`src/rtl/pipe_pkg.sv`:
```
// pipe_pkg: shared occupancy encoding and default bubble payload for pipeline boundary registers
package pipe_pkg;
  typedef enum logic [1:0] {
    OCC_EMPTY = 2'd0,
    OCC_ONE   = 2'd1,
    OCC_FULL  = 2'd2
  } occ_e;
  localparam logic [31:0] NOP_INS_DEF = 32'h0000_0000;
endpackage

```
`src/rtl/stage_stall_counter.sv`:
```
// stage_stall_counter: saturating event counter, cleared only by reset
module stage_stall_counter #(
  parameter int CNT_W = 16
) (
  input  logic             clk,
  input  logic             rst_n,
  input  logic             inc_i,
  output logic [CNT_W-1:0] cnt_o
);
  logic [CNT_W-1:0] cnt_q, cnt_d;
  assign cnt_d = (inc_i && !(&cnt_q)) ? cnt_q + 1'b1 : cnt_q;
  assign cnt_o = cnt_q;
  // count up on each flagged cycle, sticking at all-ones
  always_ff @(posedge clk or negedge rst_n)
    if (!rst_n) cnt_q <= '0;
    else        cnt_q <= cnt_d;
endmodule

```
`src/rtl/ifid_skid_reg.sv`:
```
// ifid_skid_reg: IF/ID boundary register with two-entry skid buffer, hold/flush and stall counter
module ifid_skid_reg
  import pipe_pkg::*;
#(
  parameter int                DATA_W  = 32,
  parameter int                PC_W    = 30,
  parameter logic [DATA_W-1:0] NOP_INS = DATA_W'(NOP_INS_DEF),
  parameter int                CNT_W   = 16
) (
  input  logic              clk,
  input  logic              rst_n,
  input  logic              in_valid,
  output logic              in_ready,
  input  logic [PC_W-1:0]   in_pc,
  input  logic [DATA_W-1:0] in_ins,
  input  logic              hold,
  input  logic              flush,
  output logic              out_valid,
  input  logic              out_ready,
  output logic [PC_W-1:0]   out_pc,
  output logic [DATA_W-1:0] out_ins,
  output logic [CNT_W-1:0]  stall_cnt
);
  occ_e              state_q, state_d;
  logic              in_ready_q, in_ready_d;
  logic [PC_W-1:0]   head_pc_q, head_pc_d, skid_pc_q, skid_pc_d;
  logic [DATA_W-1:0] head_ins_q, head_ins_d, skid_ins_q, skid_ins_d;
  logic              enq, deq, load_head_in, load_head_skid, load_skid;

  assign out_valid = state_q != OCC_EMPTY;
  assign enq       = in_valid & in_ready_q & ~flush;
  assign deq       = out_valid & out_ready & ~hold & ~flush;
  // head takes the incoming beat when empty or when it is being replaced in the same cycle
  assign load_head_in   = enq & ((state_q == OCC_EMPTY) | deq);
  assign load_head_skid = deq & (state_q == OCC_FULL);
  assign load_skid      = enq & ~deq & (state_q == OCC_ONE);

  // occupancy and data steering; flush empties the buffer but leaves payload registers alone
  always_comb begin
    state_d    = flush ? OCC_EMPTY :
                 (state_q == OCC_EMPTY) ? (enq ? OCC_ONE : OCC_EMPTY) :
                 (state_q == OCC_ONE)   ? ((enq & ~deq) ? OCC_FULL : (deq & ~enq) ? OCC_EMPTY : OCC_ONE) :
                 (deq ? OCC_ONE : OCC_FULL);
    in_ready_d = state_d != OCC_FULL;
    head_pc_d  = load_head_in ? in_pc  : load_head_skid ? skid_pc_q  : head_pc_q;
    head_ins_d = load_head_in ? in_ins : load_head_skid ? skid_ins_q : head_ins_q;
    skid_pc_d  = load_skid ? in_pc  : skid_pc_q;
    skid_ins_d = load_skid ? in_ins : skid_ins_q;
  end

  // state, ready flag and entry registers
  always_ff @(posedge clk or negedge rst_n)
    if (!rst_n) begin
      state_q    <= OCC_EMPTY;
      in_ready_q <= 1'b1;
      head_pc_q  <= '0;
      head_ins_q <= NOP_INS;
      skid_pc_q  <= '0;
      skid_ins_q <= NOP_INS;
    end else begin
      state_q    <= state_d;
      in_ready_q <= in_ready_d;
      head_pc_q  <= head_pc_d;
      head_ins_q <= head_ins_d;
      skid_pc_q  <= skid_pc_d;
      skid_ins_q <= skid_ins_d;
    end

  assign in_ready = in_ready_q;
  assign out_pc   = head_pc_q;
  assign out_ins  = out_valid ? head_ins_q : NOP_INS;

  stage_stall_counter #(.CNT_W(CNT_W)) u_stall (
    .clk   (clk),
    .rst_n (rst_n),
    .inc_i (out_valid & (hold | ~out_ready) & ~flush),
    .cnt_o (stall_cnt)
  );
endmodule
```
`config.mk`:
```
export PLATFORM = sky130hd
export DESIGN_NAME = ifid_skid_reg
export DESIGN_NICKNAME = d
export VERILOG_FILES = /design/src/rtl/pipe_pkg.sv /design/src/rtl/stage_stall_counter.sv /design/src/rtl/ifid_skid_reg.sv
export SDC_FILE = /design/constraint.sdc
export NUM_CORES = 1
export LEC_CHECK = 0
export BUFFER_PORTS_ARGS = -buffer_cell sky130_fd_sc_hd__buf_2
export CAP_MARGIN = 5
export CORE_UTILIZATION = 54
export CTS_CLUSTER_SIZE = 30
export DETAILED_ROUTE_END_ITERATION = 16
export PLACE_DENSITY_LB_ADDON = 0.25
export SETUP_SLACK_MARGIN = 0.4
export SLEW_MARGIN = 20
export SYNTH_ARGS = -nofsm -noshare
export SYNTH_HDL_FRONTEND = slang
export SYNTH_SLANG_ARGS = --single-unit
```
`constraint.sdc`:
```
create_clock -name clk -period 2.67 [get_ports clk]
set_clock_uncertainty 0.1 [all_clocks]
set_input_delay 0.4005 -clock clk [delete_from_list [all_inputs] [get_ports clk]]
set_output_delay 0.4005 -clock clk [all_outputs]
set_load 0.01 [all_outputs]
```
## Word level (Yosys, flattened, before mapping)

Index checks and enable logic that the tools add are counted.

- Register bits after elaboration: 143
- Input bits: 68

- Add/sub/neg operators: 1
- Eq/ne operators: 3
- Multiplexer cells: 12
- Bitwise gates (word level): 19
- Reductions and logical operators: 6

Operators with widths:

| cell | count |
|---|---|
| $mux 32 | 3 |
| $mux 30 | 2 |
| $add 16x1->16 const B | 1 |
| $reduce_and 16->1 | 1 |
| $and 1x1->1 | 12 |
| $mux 2 | 5 |
| $not 1->1 | 5 |
| $reduce_bool 2->1 | 2 |
| $eq 2x1->1 const B | 1 |
| $eq 2x2->1 const B | 1 |
| $logic_not 2->1 | 1 |
| $mux 1 | 2 |
| $ne 2x2->1 const B | 1 |
| $or 1x1->1 | 2 |
| $logic_and 1x1->1 | 1 |
| $logic_not 1->1 | 1 |

## Depth between registers and ports, before layout

Gate-level depths: netlist (run 1).

- Word-level depth: 11
- Mapped depth: 6
- Depth with buffers taken out: 6

## By module

Synthesis (run 1) repeated with hierarchy kept, for this count alone.

- Cell total of the unflattened synthesis: 627
- Area, all modules: 7292.0 um^2

Modules (own cells, without submodules):

| module | times used | cells an instance | area each (um^2) | sequential area each (um^2) |
|---|---|---|---|---|
| ifid_skid_reg | 1 | 552 | 6451.2 | 3179.3 |
| stage_stall_counter | 1 | 75 | 840.8 | 400.4 |

## Least setup slack after synthesis (run 1)

Ideal clock, no wire load.

- Path type: reg-to-reg
- Start: register u_stall.cnt_q[0] (netlist: u_stall.cnt_o[0])
- End: register u_stall.cnt_q[1] (netlist: u_stall.cnt_o[1])
- Library setup time: 0.125 ns
- Arrival: 1.691 ns
- Required time: 2.445 ns
- Slack: 0.754 ns
- Cell stages (with the launch flop): 6
- Cells stage by stage: dfrtp_1 -> ha_1 -> nand4_1 -> nor4_1 -> nor2_1 -> mux2_2

- Longest elaborated chain between the ends: 3
- Elaborated cells on any way between the ends: 4
- Classes of those cells: 1 x add/sub; 3 x reduce/logical

Ends and longest elaborated chain:

| element | line | RTL |
|---|---|---|
| from (decl) | stage_stall_counter.sv:10 | `logic [CNT_W-1:0] cnt_q, cnt_d;` |
| from (signal assigned) | stage_stall_counter.sv:16 | `else cnt_q <= cnt_d;` |
| parallel branches: the longest is 3 deep, another holds $add 16x1->16 | n/a |  |

Parallel ways; which one is timed is not known.
A chain may end at the register's enable or synchronous reset.

## Final worst setup path (run 1)

- Start: register state_q[0]
- End: output port out_ins[0]

- Longest elaborated chain between the ends: 2

Ends and longest elaborated chain:

| element | line | RTL |
|---|---|---|
| from (decl) | ifid_skid_reg.sv:24 | `occ_e state_q, state_d;` |
| from (signal assigned) | ifid_skid_reg.sv:61 | `state_q <= state_d;` |
| $reduce_bool 2->1 | ifid_skid_reg.sv:30 | `assign out_valid = state_q != OCC_EMPTY;` |
| $mux 32 | ifid_skid_reg.sv:71 | `assign out_ins = out_valid ? head_ins_q : NOP_INS;` |
| to (decl) | ifid_skid_reg.sv:21 | `output logic [DATA_W-1:0] out_ins,` |

No other way between the ends.

==> flow_summary.yaml, run 1 <==
critical_path:
  worstPathMaxFanout: 35
  cp_slowest_stage_delay_ps: 420
  cp-end-kind: "primary output"
  cp.required_ps: 2170
  crit_slowest_cell: "dfrtp_1"
  cp.arrival_ps: 1660
  crit_type: "flip-flop to primary output"
  cp-start-kind: "flip-flop"
  cp_cell_sequence: "nor2_2 > buf_6 > and2b_1 > buf_2"
synthesis:
  ys_seq_area_share_pct: 57.3
  syn-num-nets: 595
  syn_area_per_cell_um2: 11.9
  synth-seq-cells: 143
  synth_top_area_share_pct: 56.9
  ys_top_cells_by_area: "dfrtp_1 57%, mux2_2 12%, mux2i_1 9.9%, a21oi_1 5.0%, nor2_1 4.1%"
  yosys.area.top_type: "dfrtp_1"
  yosysWarnings: 0
  synth.distinct_cells: 38
  syn_inst: 526
  syn_area_mm2: 0.00625
power_and_ir_drop:
  vdd_drop_max_v: 0.000639
  combPwrFrac_pct: 19.0
  sw_frac_of_total_pct: 25.8
  seqPwrFrac_pct: 44.3
  switchingPower_uw: 1850
  p_leak_uw: 0.00404
  power.density_mw_per_mm2: 914
  intPower_uw: 5320
  p_clk_share_pct: 36.7
global_routing:
  grt_max_degree: 73
  grt_pass1_wl_um: 21200
  antenna_found_initial: 2
  grt.overflow.total: 0
  first_global_vias: 4462
  track_usage_pct: 23.3
sta:
  finalSetupTns_ps: 0
  max_slew_margin_pct: 51.1
  tightestPinTransition_ps: 733
  max_freq_mhz: 463
  finalCriticalPeriod_ps: 2160
  setup_viol: 0
  grt_setup_unrepaired: "false"
  drv_slew: 0
  hold_viol: 0
  hold_slack_ps: 132
  finalCritPeriodShare_pct: 80.8
route:
  drt_iter0_markers: 201
  antenna_violating_nets_post_route: 0
  via_per_inst: 5.35
  via_count: 4416
  wire_per_inst_um: 15.9
  drc: 0
  drtPass1Iterations: 4
  wl_um: 13200
die:
  die_y_um: 110
  dieArea_mm2: 0.0120
  coreArea_mm2: 0.0111
  initial_core_util_pct: 56.4
  dieWidth_um: 110
  boundaryPins: 148
  rows: 38
placed_design:
  placed_area_mm2: 0.00717
  placed_cells: 793
  dp_hpwl_um: 8470
  port_buffers: 147
  place.gp.congestion: 0.816
cells_and_area:
  multiInputGateArea_mm2: 0.00256
  drive_gt1_share_pct: 37.8
  finalCoreUtilization_pct: 70.9
  fin_area_mm2: 0.00785
  layoutNonFillerInstCount: 826
  n_fill_cell: 810
  area_growth_pct: 25.6
  final_nets: 742
  antennaDiodeCount: 0
  regArea_mm2: 0.00358
status:
  status: "completed"
clocking:
  cts_tree: "built"
  postCtsSetupRepairBufs: 0
  cts_buffer_depth: 2
  clk-insertion-delay-late_ps: 410
  clock-sinks: 143
  numCtsBuffers: 17
  clk_pin_slew_ps: 60
  cts-root-buf: "clkbuf_16"
  h-tree-depth: 4
min_path:
  hold_class: "input port to flip-flop"
job:
  max_cap_violations: 0
## cells in the final DEF (no fill, tap or decap), drive strengths merged
cell         instances
a21oi               63
a31oi                1
a41oi                1
and2                 1
and2b                1
and3                 2
buf                156
bufinv               6
clkbuf              21
clkinv               4
clkinvlp             1
dfrtp              142
dfstp                1
dlygate4sd3          1
ha                   1
inv                  4
mux2                64
mux2i               62
nand2                9
nand2b               1
nand3                6
nand3b               1
nand4                5
nor2                70
nor2b               33
nor3                 4
nor4                 2
o2111ai              1
o211ai               1
o21a                 1
o21ai                3
o21bai               1
or3                  1
or4                  2
or4b                 1
xnor2                6
xor2                 6
## path summary, 6_finish.rpt
| kind | start | end | slack, ps | depth (start not counted) |
|---|---|---|---|---|
| setup / recovery | state_q[0] | out_ins[0] | 510 | 4 |
| hold / removal | in_pc[17] | skid_pc_q[17] | 130 | 2 |
| min in group asynchronous | rst_n | u_stall.cnt_o[13] | 460 | 2 |
| setup reg to reg | in_ready | skid_ins_q[25] | 650 | 4 |
| max in group asynchronous | rst_n | skid_pc_q[3] | 1270 | 3 |
| hold reg to reg | u_stall.cnt_o[7] | u_stall.cnt_o[7] | 400 | 1 |
## synthesized netlist by cell type (all sizes together)
master and number:
inv 4, mux2 64, and2b 1, xnor2 6, nor3 4, o211ai 1, nand2 9, o21bai 1
dfstp 1, buf 13, and2 1, clkbuf 16, or4 2, nand3b 1, nand3 6, o2111ai 1
a41oi 1, nand2b 1, xor2 6, or4b 1, nand4 5, nor2b 33, or3 1, nor4 2
nor2 70, ha 1, and3 2, a21oi 63, a31oi 1, mux2i 62, o21a 1, dfrtp 142
o21ai 3
## registers in the layout, summed over array words and instances, names as in the netlist
signal / cells
head_ins_q: 32
skid_ins_q: 32
out_pc: 30
skid_pc_q: 30
u_stall.cnt_o: 16
state_q: 2
in_ready: 1
## logic make-up (layout without fill, tap and decap cells)
kind of cell / after synthesis / count (layout) / synth area share, %
flip-flops: 143 / 143 / 57.3
XOR/XNOR: 12 / 12 / 1.68
AO/OA/AOI/OAI: 72 / 72 / 6.03
AND/OR/NAND/NOR: 139 / 139 / 11.1
multiplexers: 126 / 126 / 21.5
buffers and inverters: 33 / 193 / 2.22
adder cells (fa/ha/maj): 1 / 1 / 0.200
## power groups by stage
stage	logic, uW	clock network, uW	registers, uW
6_report	1370	2630	3180
5_1_grt	1510	2770	3260
4_1_cts	1380	2680	3180
3_5_place_dp	1370	0	3210
3_3_place_gp	1310	0	3150
2_1_floorplan	833	0	3180
## repair_timing
action | CTS | global route
hold buffers | 1 | 0
endpoints found under the setup margin | 0 | 2
gates resized for setup | 0 | 2
endpoints found under the hold margin | 66 | 0
## metrics by stage
stage          total power [uW]  setup WS, ps
2_1_floorplan              4020           754
6_report                   7180           512
3_5_place_dp               4580           557
4_1_cts                    7240           407
5_1_grt                    7540           420
3_3_place_gp               4460           612
## routing by layer
layer / global-route usage, % / up-vias / wire length [um]
met5: 0 / - / 12
li1: - / 2120 / -
met1: 27.6 / 2157 / 5630
met2: 40.1 / 119 / 6530
met4: 8.67 / 2 / 215
met3: 7.11 / 18 / 774
## final cells by class
type / count / area share [%]
clock buffers: 21 / 5.74
clock inverters: 11 / 2.69
inverters: 4 / 0.191
multi-input cells: 350 / 32.6
flip-flops and latches: 143 / 45.6
well taps: 140 / 2.23
repair buffers: 157 / 11.0
## critical path: cells and delay by family, from the launching register on
kind | cells | cell delay [ps]
buffers and inverters | 2 | 430
DFF | 1 | 420
and+or+nand+nor | 2 | 370
Note: power is estimated with default switching activity, not from simulation.
==> run 2: changes to the inputs <==
- CORE_UTILIZATION: 54 -> 48
- clock period: 2.67 -> 1.8 ns (I/O delays scaled with it)
==> flow_summary.yaml, run 2 (synthesized netlist as in run 1, its figures left out) <==
power_and_ir_drop:
  power.density_mw_per_mm2: 1200
  sw_frac_of_total_pct: 27.7
  p_clk_share_pct: 32.1
  combPwrFrac_pct: 26.9
  vdd_drop_max_v: 0.00103
  intPower_uw: 8470
  switchingPower_uw: 3250
  p_leak_uw: 0.00491
  finalPower_uw: 11700
  seqPwrFrac_pct: 41.0
cells_and_area:
  final_cell_mix: "137 x dfrtp_1, 116 x buf_2, 64 x nor2_1"
  reg_top3: "head_ins_q x32, skid_ins_q x32"
  finalCoreUtilization_pct: 77.2
  n_fill_cell: 748
  final_nets: 842
  multiInputGateArea_mm2: 0.00301
  regArea_mm2: 0.00359
  final_common_cell: "dfrtp_1"
  area_growth_pct: 56.5
  antennaDiodeCount: 0
  drive_gt1_share_pct: 46.1
die:
  rows: 41
  dieWidth_um: 116
  dieArea_mm2: 0.0135
  die_y_um: 116
  boundaryPins: 148
  coreArea_mm2: 0.0127
  initial_core_util_pct: 49.3
critical_path:
  cp.required_ps: 1980
  cp-end-kind: "flip-flop"
  worstPathMaxFanout: 32
  crit_type: "flip-flop to flip-flop"
  cp-start-kind: "flip-flop"
  cp.arrival_ps: 2200
sta:
  layout_setup_ws_ps: -221
  tightestPinTransition_ps: 439
  finalCritPeriodShare_pct: 112
  hold_viol: 0
  drv_slew: 0
  max_freq_mhz: 495
  finalCriticalPeriod_ps: 2020
  grt_setup_unrepaired: "true"
  max_slew_margin_pct: 70.5
  setup_viol: 160
route:
  via_per_inst: 5.32
  drt_iter0_markers: 234
  wl_um: 17900
  antenna_violating_nets_post_route: 0
  drc: 0
  wire_per_inst_um: 18.7
  via_count: 5092
  drtPass1Iterations: 4
clocking:
  cts-root-buf: "clkbuf_16"
  clk_pin_slew_ps: 60
  clk-insertion-delay-late_ps: 420
  numCtsBuffers: 17
  cts_tree: "built"
  cts_buffer_depth: 2
  h-tree-depth: 4
  clock-sinks: 143
status:
  violations: "setup timing"
  status: "finished with violations"
global_routing:
  first_global_vias: 5109
  track_usage_pct: 24.4
  grt_pass1_wl_um: 25000
  antenna_found_initial: 0
  grt.overflow.total: 0
  grt_max_degree: 67
job:
  max_cap_violations: 0
min_path:
  hold_class: "input port to flip-flop"
placed_design:
  port_buffers: 147
  place.gp.congestion: 0.792
  dpl_worst_slack_ps: -124
  dp_hpwl_um: 9320
==> run 2: routing by layer <==
layer	share of wire, %	up-vias	track usage (%)	routed length [um]
met5	0	-	0	0
met4	2.8	0	8.72	496
met3	5.1	43	7.89	911
met2	53	165	42.6	9510
met1	39	2566	28.3	6950
li1	-	2318	-	-
==> run 2: path summary, 6_finish.rpt <==
| path | from | to | slack (ps) | cells after the start |
|---|---|---|---|---|
| min in group asynchronous | rst_n | skid_ins_q[11] | 250 | 2 |
| max in group asynchronous | rst_n | skid_ins_q[27] | 700 | 3 |
| setup reg to reg | state_q[0] | head_ins_q[10] | -220 | 5 |
| setup / recovery | state_q[0] | head_ins_q[10] | -220 | 5 |
| hold / removal | in_ins[2] | skid_ins_q[2] | 10 | 2 |
| hold reg to reg | skid_pc_q[19] | skid_pc_q[19] | 410 | 1 |
==> run 2: layout make-up <==
| cell class | instances | share of cell area (%) |
|---|---|---|
| inverter | 4 | 0.205 |
| multi-input combinational | 350 | 30.8 |
| sequential | 143 | 36.7 |
| clock buffer | 19 | 4.63 |
| tap | 172 | 2.20 |
| clock inverter | 13 | 1.89 |
| timing repair buffer | 257 | 23.6 |
==> run 2: worst max-delay path, stage by stage, from the launching register on <==
cell and delay, ps:
dfrtp_1 420, buf_4 170, or4_4 570, buf_12 210, mux2i_1 260, a21oi_1 120
==> run 2: metrics by stage <==
step	cell area [um^2]	setup TNS [ps]	std cells	hold slack [ps]
4_1_cts	9150	-6290	941	0.478
6_report	9780	-12260	958	14.2
5_1_grt	9780	-17850	958	2.57
3_3_place_gp	7620	-2720	849	121
3_5_place_dp	7620	-6110	849	121
2_1_floorplan	6470	-2030	526	-126
==> run 2: what timing repair did <==
action / in CTS / in global routing
endpoints found under the hold margin: 90 / 1
gates cloned: 3 / 6
gates resized for setup: 56 / 79
setup endpoints to repair: 184 / 188
pin swaps: 18 / 9
setup buffers: 10 / 10
hold buffers: 47 / 1
==> run 2: power groups by stage <==
stage | logic [uW] | registers [uW] | clock network [uW]
3_3_place_gp | 2230 | 4660 | 0
5_1_grt | 3390 | 4900 | 3950
6_report | 3150 | 4800 | 3760
4_1_cts | 2690 | 4730 | 3810
3_5_place_dp | 2330 | 4750 | 0
2_1_floorplan | 1380 | 4730 | 0
==> run 3: changes to the inputs <==
- clock period: 1.8 -> 1.7 ns (I/O delays scaled with it)
==> flow_summary.yaml, run 3 (synthesized netlist as in run 1, its figures left out) <==
power_and_ir_drop:
  p_leak_uw: 0.00516
  sw_frac_of_total_pct: 27.2
  intPower_uw: 8970
  vdd_drop_max_v: 0.000936
  combPwrFrac_pct: 29.5
  p_clk_share_pct: 29.5
  seqPwrFrac_pct: 41.0
  power.density_mw_per_mm2: 1210
  switchingPower_uw: 3350
placed_design:
  dpl_worst_slack_ps: -168
  port_buffers: 147
  place.gp.congestion: 0.827
  placed_cells: 868
  placed_area_mm2: 0.00780
  dp_hpwl_um: 9710
die:
  initial_core_util_pct: 49.3
  dieArea_mm2: 0.0135
  die_y_um: 116
  rows: 41
  dieWidth_um: 116
  coreArea_mm2: 0.0127
  boundaryPins: 148
sta:
  finalCritPeriodShare_pct: 113
  max_slew_margin_pct: 64.9
  drv_slew: 0
  layout_setup_ws_ps: -223
  setup_viol: 170
  tightestPinTransition_ps: 526
  max_freq_mhz: 520
  finalSetupTns_ps: -20370
  hold_viol: 0
  grt_setup_unrepaired: "true"
  finalCriticalPeriod_ps: 1920
clocking:
  cts_buffer_depth: 2
  cts_tree: "built"
  cts-root-buf: "clkbuf_16"
  clk-insertion-delay-late_ps: 420
  clock-sinks: 143
  h-tree-depth: 4
  clk_pin_slew_ps: 60
  numCtsBuffers: 17
job:
  max_cap_violations: 0
cells_and_area:
  multiInputGateArea_mm2: 0.00302
  finalCoreUtilization_pct: 80.2
  reg_top3: "head_ins_q x32, skid_ins_q x32"
  fin_area_mm2: 0.0102
  antennaDiodeCount: 0
  n_fill_cell: 704
  final_cell_mix: "141 x dfrtp_1, 110 x buf_2, 64 x nor2_1"
  final_common_cell: "dfrtp_1"
  drive_gt1_share_pct: 45.6
  layoutNonFillerInstCount: 1004
  area_growth_pct: 62.5
  final_nets: 890
  regArea_mm2: 0.00358
route:
  via_per_inst: 5.30
  antenna_violating_nets_post_route: 0
  via_count: 5321
  wire_per_inst_um: 18.6
  drc: 0
  drt_iter0_markers: 253
  wl_um: 18700
  drtPass1Iterations: 4
global_routing:
  first_global_vias: 5330
  grt_max_degree: 60
  grt.overflow.total: 0
  track_usage_pct: 25.7
  grt_pass1_wl_um: 26200
  antenna_found_initial: 0
min_path:
  hold_class: "input port to flip-flop"
  hold_path_end: "skid_ins_q[16]"
  worstHoldStart: "in_ins[16]"
  holdPathStages: 2
status:
  violations: "setup timing"
  status: "finished with violations"
critical_path:
  timing.rr.start: "state_q[1]"
  cp-start-kind: "flip-flop"
  cp.required_ps: 1940
  reg2reg_slack_ps: -220
  worstPathMaxFanout: 3
  crit_type: "flip-flop to flip-flop"
  rr_worst_depth: 5
  cp-end-kind: "flip-flop"
  cp.arrival_ps: 2170
  r2r_end: "u_stall.cnt_o[9]"
-- run 3: cell types whose count changed in the layout (fill, tap and decap cells not counted), moves of 4 or more --
| cell | before | now |
|---|---|---|
| mux2_2 | 26 | 3 |
| dfrtp_2 | 5 | 1 |
| mux2_4 | 38 | 61 |
| clkinvlp_4 | 5 | 1 |
| buf_2 | 116 | 110 |
| dlygate4sd3_1 | 48 | 60 |
| nor2b_1 | 14 | 23 |
| buf_6 | 49 | 62 |
| dfrtp_1 | 137 | 141 |
| nor2b_4 | 19 | 7 |
| buf_4 | 19 | 46 |
-- run 3: worst max path at each step --
stage               start                to  slack, ps
3_3_place_gp    out_ready  u_stall.cnt_o[9]       -150
3_5_place_dp    out_ready  u_stall.cnt_o[7]       -170
4_1_cts        state_q[0]        out_pc[17]       -170
6_report       state_q[1]  u_stall.cnt_o[9]       -220
5_1_grt        state_q[1]    head_ins_q[18]       -270
2_1_floorplan    in_ready    skid_ins_q[30]       -160
-- run 3: final cells by class --
type / instances / share of cell area, %
flip-flops and latches: 143 / 35.3
multi-input cells: 351 / 29.7
repair buffers: 304 / 27.1
clock buffers: 24 / 4.84
well taps: 172 / 2.12
clock inverters: 6 / 0.813
inverters: 4 / 0.148
-- run 3: metrics by stage --
stage	power, uW	hold WS [ps]
6_report	12300	17.3
5_1_grt	12900	6.77
4_1_cts	11800	0.829
3_5_place_dp	7560	152
3_3_place_gp	7380	138
2_1_floorplan	6480	-141
-- run 3: layer usage --
layer	GRT usage (%)	part of all wire, %	up-vias
li1	-	-	2421
met2	44.0	53	169
met4	10.9	2.6	0
met1	31.2	40	2684
met3	6.33	4.4	47
met5	0	0	-
-- run 3: timing repair --
| action | CTS | global route |
|---|---|---|
| resized for setup | 92 | 60 |
| hold endpoints to repair | 125 | 0 |
| hold buffers | 60 | 0 |
| pin swaps | 6 | 7 |
| setup endpoints to repair | 220 | 223 |
| gates cloned | 1 | 9 |
| buffers inserted | 13 | 23 |
-- run 3: power groups by stage --
stage | combinational [uW] | clock (uW) | sequential [uW]
6_report | 3630 | 3630 | 5050
5_1_grt | 3910 | 3820 | 5150
4_1_cts | 3120 | 3660 | 4990
3_5_place_dp | 2550 | 0 | 5010
3_3_place_gp | 2450 | 0 | 4930
2_1_floorplan | 1470 | 0 | 5010
-- run 3: critical path, cell delays in order, from the launching register on --
cell     delay (ps)
dfrtp_1         400
nor2_4           60
or3_4           400
or4_4           580
nor3_2          150
xor2_1          160
